===== src/rtl/local_packet_source.sv =====
// local_packet_source
//   Local-node traffic injector for a mesh router node. It accepts a packet
//   descriptor, then emits one header flit {length, dest} followed by `length`
//   body flits. Body flit i carries req_seed + i (mod 2^16). A flit is offered
//   only while the router's local input FIFO is not full.
//
// Parameters
//   NODE_X, NODE_Y : coordinates of this node; LOCAL_ADDR = {NODE_X[3:0], NODE_Y[3:0]}
//   MAX_LEN        : largest body length emitted; longer requests are clamped
//
// Ports
//   clk, rst       : clock (rising edge) and synchronous active-high reset
//   req_valid/ready: descriptor handshake; ready only while idle
//   req_dest       : destination {x[3:0], y[3:0]}
//   req_length     : body flit count (0 = header-only packet)
//   req_seed       : payload of body flit 0
//   buffer_full    : router local FIFO full; blocks transfers
//   sending_data   : data_out transfers this cycle
//   data_out       : flit, zero whenever sending_data is low
//   busy           : packet in progress
//   pkt_done       : one-cycle pulse after the last flit transfers
//   req_err        : one-cycle pulse when a self-addressed request is dropped
//   pkt_count      : completed packets (statistics build only, else 0)
//   stall_count    : backpressure cycles (statistics build only, else 0)
//
// Build option
//   LOCAL_PACKET_SOURCE_STATS_EN : when defined, pkt_count and stall_count are
//   live saturating counters; otherwise both ports are tied to zero.

module local_packet_source #(
  parameter int unsigned NODE_X  = 0,
  parameter int unsigned NODE_Y  = 0,
  parameter int unsigned MAX_LEN = 255
) (
  input  logic        clk,
  input  logic        rst,
  input  logic        req_valid,
  output logic        req_ready,
  input  logic [7:0]  req_dest,
  input  logic [7:0]  req_length,
  input  logic [15:0] req_seed,
  input  logic        buffer_full,
  output logic        sending_data,
  output logic [15:0] data_out,
  output logic        busy,
  output logic        pkt_done,
  output logic        req_err,
  output logic [15:0] pkt_count,
  output logic [15:0] stall_count
);

  localparam logic [7:0] LocalAddr = {4'(NODE_X), 4'(NODE_Y)};
  localparam logic [7:0] MaxLen    = 8'(MAX_LEN);

  typedef enum logic [1:0] {StIdle, StHead, StBody} state_e;

  state_e      r_state;
  state_e      w_state_next;
  logic [7:0]  r_dest;
  logic [7:0]  r_len;
  logic [7:0]  r_remain;
  logic [15:0] r_payload;
  logic        r_pkt_done;
  logic        r_req_err;

  logic        w_accept;
  logic        w_self;
  logic        w_xfer;
  logic        w_last;
  logic [7:0]  w_len_clamped;

  assign w_accept      = req_valid && (r_state == StIdle);
  assign w_self        = (req_dest == LocalAddr);
  // Any non-idle state offers a flit; it moves only when the FIFO has room.
  assign w_xfer        = (r_state != StIdle) && !buffer_full;
  assign w_last        = w_xfer && (((r_state == StHead) && (r_len == 8'd0)) ||
                                    ((r_state == StBody) && (r_remain == 8'd1)));
  assign w_len_clamped = (req_length > MaxLen) ? MaxLen : req_length;

  // State register
  always_ff @(posedge clk) begin
    if (rst) begin
      r_state <= StIdle;
    end else begin
      r_state <= w_state_next;
    end
  end

  // Next-state logic
  always_comb begin
    w_state_next = r_state;
    unique case (r_state)
      StIdle: begin
        if (w_accept && !w_self) w_state_next = StHead;
      end
      StHead: begin
        if (w_xfer) w_state_next = (r_len == 8'd0) ? StIdle : StBody;
      end
      StBody: begin
        if (w_xfer && (r_remain == 8'd1)) w_state_next = StIdle;
      end
      default: w_state_next = StIdle;
    endcase
  end

  // Outputs
  always_comb begin
    req_ready    = (r_state == StIdle);
    busy         = (r_state != StIdle);
    sending_data = w_xfer;
    data_out     = 16'h0000;
    if (w_xfer) begin
      data_out = (r_state == StHead) ? {r_len, r_dest} : r_payload;
    end
  end

  // Descriptor and flit datapath
  always_ff @(posedge clk) begin
    if (rst) begin
      r_dest     <= 8'h00;
      r_len      <= 8'h00;
      r_remain   <= 8'h00;
      r_payload  <= 16'h0000;
      r_pkt_done <= 1'b0;
      r_req_err  <= 1'b0;
    end else begin
      if (w_accept) begin
        r_dest    <= req_dest;
        r_len     <= w_len_clamped;
        r_payload <= req_seed;
      end
      if ((r_state == StHead) && w_xfer) begin
        r_remain <= r_len;
      end
      if ((r_state == StBody) && w_xfer) begin
        r_payload <= r_payload + 16'd1;
        r_remain  <= r_remain - 8'd1;
      end
      r_pkt_done <= w_last;
      r_req_err  <= w_accept && w_self;
    end
  end

  assign pkt_done = r_pkt_done;
  assign req_err  = r_req_err;

`ifdef LOCAL_PACKET_SOURCE_STATS_EN
  logic [15:0] r_pkt_count;
  logic [15:0] r_stall_count;

  always_ff @(posedge clk) begin
    if (rst) begin
      r_pkt_count   <= 16'h0000;
      r_stall_count <= 16'h0000;
    end else begin
      if (w_last && (r_pkt_count != 16'hFFFF)) begin
        r_pkt_count <= r_pkt_count + 16'd1;
      end
      if ((r_state != StIdle) && buffer_full && (r_stall_count != 16'hFFFF)) begin
        r_stall_count <= r_stall_count + 16'd1;
      end
    end
  end

  assign pkt_count   = r_pkt_count;
  assign stall_count = r_stall_count;
`else
  assign pkt_count   = 16'h0000;
  assign stall_count = 16'h0000;
`endif

endmodule


===== config.mk =====
export PLATFORM = sky130hd
export DESIGN_NAME = local_packet_source
export DESIGN_NICKNAME = d
export VERILOG_FILES = /design/src/rtl/local_packet_source.sv
export SDC_FILE = /design/constraint.sdc
export NUM_CORES = 1
export LEC_CHECK = 0
export CAP_MARGIN = 5
export CORE_AREA = 2 2 80 82
export DETAILED_ROUTE_END_ITERATION = 10
export DIE_AREA = 0 0 82 84
export PLACE_DENSITY = 0.84
export SETUP_SLACK_MARGIN = 0.1
export SLEW_MARGIN = 25
export SYNTH_ARGS = -nofsm -noshare
export SYNTH_HDL_FRONTEND = slang
export SYNTH_SLANG_ARGS = --single-unit

===== constraint.sdc =====
create_clock -name clk -period 2.6 [get_ports clk]
set_clock_uncertainty 0.05 [all_clocks]
set_input_delay 0.26 -clock clk [delete_from_list [all_inputs] [get_ports clk]]
set_output_delay 0.26 -clock clk [all_outputs]
set_load 0.1 [all_outputs]

==> summary.txt <==
Detailed routing
  – Final WL: between 7 and 8 mm
  – WL per Instance: 15.0 µm
  – First-iteration detailed-routing DRC count: around 330
  – Antenna Nets Post-Route: 0
  – Via density: about 5.7
  – Residual DRC: 0
  – Total number of vias: approximately 2.9k
  – DRT Pass-1 Iters: 5

Clock network
  – CTS Buf Count: 5
  – Clock transition at path regs: about 0.080 ns
  – CTS tree: yes
  – Root buf cell: clkbuf_8
  – Skew-Pair Late Insertion Delay: about 0.30 ns
  – CTS max path bufs: 2
  – Hold Buf Count CTS: 0
  – Setup Buffers After CTS: 0
  – CTS sink cnt: 44
  – Number of H-tree levels: 2
  – Post-CTS sizing: 0

Power and ir drop
  – Peak VDD IR: ~270 µV
  – P_sw: 0.759 mW
  – Clock power share: about a quarter
  – Total Power: roughly 1.9 mW
  – Switch share: 40.4%
  – Power density over the cells: 528 mW/mm²
  – Internal power: about 1.1 mW
  – Comb pwr share: between 30 and 40%
  – Flop pwr share: between 40% and 50%
  – Leak pwr: between 1 and 1.5 nW

Worst setup path
  – FF-to-FF setup slack: 0.58 ns
  – R2r startpoint: r_payload[0]$_SDFFE_PP0P_
  – R2R Path End: r_payload[10]$_SDFFE_PP0P_
  – Critical path startpoint category: flop
  – CP max FO: 37
  – Cells on worst reg2reg path: 5
  – Crit path DAT: about 2.1 ns
  – CP Capture Type: output port
  – WS Path Type: flop to output port
  – CP required: 2.29 ns

Global routing
  – GRT Residual Overflow: 0
  – Initial antenna violation count: 0
  – Global-route wire length before repair: about 12 mm
  – Vias in the first global route: approximately 2.6k
  – Global Route met3 Usage: 3.25%
  – Largest net degree at the start of global routing: 40
  – Busiest layer in global routing: met2
  – Global-route usage over all layers: 22.3%
  – Met1 Resource Use GR: 29.3%
  – Met2 global-route usage: about 36%

STA
  – Relative slew slack: between 50 and 60%
  – Period utilisation layout: 90.8%
  – Worst hold slack: 0.407 ns
  – Unrepaired setup endpoints after global routing: no
  – Tmin final: ~2.4 ns
  – FMAX: approximately 420 MHz
  – Final setup fails: 0
  – Final hold vios: 0
  – Final slew viol count: 0
  – Worst-Margin Slew: 0.679 ns

Die
  – Core footprint: 0.00610 mm²
  – Die X: a little over 80 µm
  – Area of the die: around 0.0069 mm²
  – Initial Util: a little under half
  – Row cnt: 29
  – Die height: between 80 and 90 µm
  – Num ports: 89

Cells and area
  – Fin area: around 0.0036 mm²
  – Share of cells above drive strength 1: between 10% and 20%
  – Diode count: 0
  – # fillers: around 570
  – # nets final: between 400 and 500
  – Layout area overhead: 29.2%

Logic synthesis
  – Syn Std Cell Area: ~0.0028 mm²
  – Count of cell types in the netlist: 54
  – Post-synth EDFFs: 0
  – Synth Register Bits: 44
  – Synth area leader: dfxtp_1
  – Cells after Synth: around 380
  – Seq/Total Area, Yosys: between 30% and 40%
  – Synth Warn #: 0
  – Yosys top cell area share: 32.0%
  – Post-synth ARST share: 0%
  – Top-count cell post-synth: nand2_1
  – Synth top area cells: dfxtp_1 32%, a21oi_1 9.8%, buf_4 8.7%
  – Top_reg_cell synth: dfxtp_1
  – Synth top cells by count: 56 x nand2_1, 54 x a21oi_1, 44 x dfxtp_1
  – Mean Syn Cell Area: just over 7 µm²

Placement
  – Port Buffers: 56
  – DP HPWL: roughly 5.4 mm
  – Cell Area, Placed: approximately 0.0035 mm²
  – GPL Wtd Cong: around 0.86

Job
  – Max-Cap Viols: 0

Worst hold path
  – Worst Hold Depth: 2
  – Min-delay worst type: flop to flop
  – Hold EP: r_dest[0]$_SDFFE_PP0P_
  – HP Start: r_dest[0]$_SDFFE_PP0P_

Outcome
  – Status: finished, final reports clean
==> power by group through the flow <==
stage / logic, mW / registers, mW / clock network (mW)
after global placement: 0.635 / 0.792 / 0
after detailed placement: 0.643 / 0.795 / 0
after floorplan: 0.538 / 0.772 / 0
after global routing: 0.687 / 0.790 / 0.482
after CTS: 0.645 / 0.780 / 0.454
final: 0.647 / 0.783 / 0.449
==> worst max-delay path by stage <==
stage,end,start,slack [ns]
after CTS,data_out[2],r_state[1]$_SDFFE_PP0P_,0.29
after floorplan,r_state[1]$_SDFFE_PP0P_,r_state[1]$_SDFFE_PP0P_,-0.25
after global routing,data_out[6],r_state[1]$_SDFFE_PP0P_,0.17
final,data_out[6],r_state[1]$_SDFFE_PP0P_,0.24
after detailed placement,r_payload[10]$_SDFFE_PP0P_,buffer_full,0.37
after global placement,r_payload[12]$_SDFFE_PP0P_,buffer_full,0.42
==> cell usage in the layout, fill, tap and decap left out, drive strengths merged, types with 8 or more instances in the layout <==
cell type	n
and3	9
inv	9
clkbuf	8
o21ai	8
nand2	56
nor2	26
nor3	9
a21oi	54
buf	30
clkdlybuf4s50	35
conb	32
a31oi	8
dfxtp	44
nand3	20
==> critical path, cell delays in order (launching register included) <==
cell and delay [ns]:
dfxtp_1 0.33, buf_4 0.35, inv_1 0.35, and3_1 0.25, a21oi_1 0.18, nor2_2 0.09
buf_12 0.19
==> flip-flops by register name (all words and copies together) (netlist names) <==
name and count:
pkt_done 1, req_err 1, r_dest 8, r_payload 16, r_state 2, r_len 8, r_remain 8
==> stage by stage <==
| stage | setup slack (ns) | std cells | TNS, ns | utilization [%] |
|---|---|---|---|---|
| after floorplan | -0.245 | 414 | -0.245 | - |
| after global placement | 0.423 | 495 | 0 | 56.9 |
| after detailed placement | 0.373 | 495 | 0 | 56.9 |
| after CTS | 0.293 | 503 | 0 | 58.4 |
| after global routing | 0.167 | 503 | 0 | 58.4 |
| final | 0.240 | 503 | 0 | 58.4 |
==> routing by layer <==
layer  wire length (µm)  vias to the layer above  part of all wire [%]
li1                   -                     1382                     -
met2               3740                      144                    50
met1               3110                     1335                    41
met5                  0                        -                     0
met3                532                       17                   7.1
met4                164                        0                   2.2
==> layout make-up <==
type | instances | area (µm²) | share of cell area (%)
Tap cell | 77 | 96.3 | 2.71
Clock buffer | 8 | 90.1 | 2.53
Sequential cell | 44 | 881 | 24.7
Inverter | 9 | 33.8 | 0.949
Multi-Input combinational cell | 300 | 1660 | 46.6
Timing Repair Buffer | 65 | 801 | 22.5
==> cell families (layout without fill, tap and decap cells) <==
kind of cell	count (synthesis)	in the layout	synth area share, %
compound gates	103	103	23.1
xor+xnor	1	1	0.318
fa+ha+maj	3	3	1.36
buf+inv	70	82	14.3
flops	44	44	32.0
mux	1	1	0.409
other cells	1	32	0.136
simple gates	160	160	28.4
No activity file was read; power rests on OpenSTA's default activity.
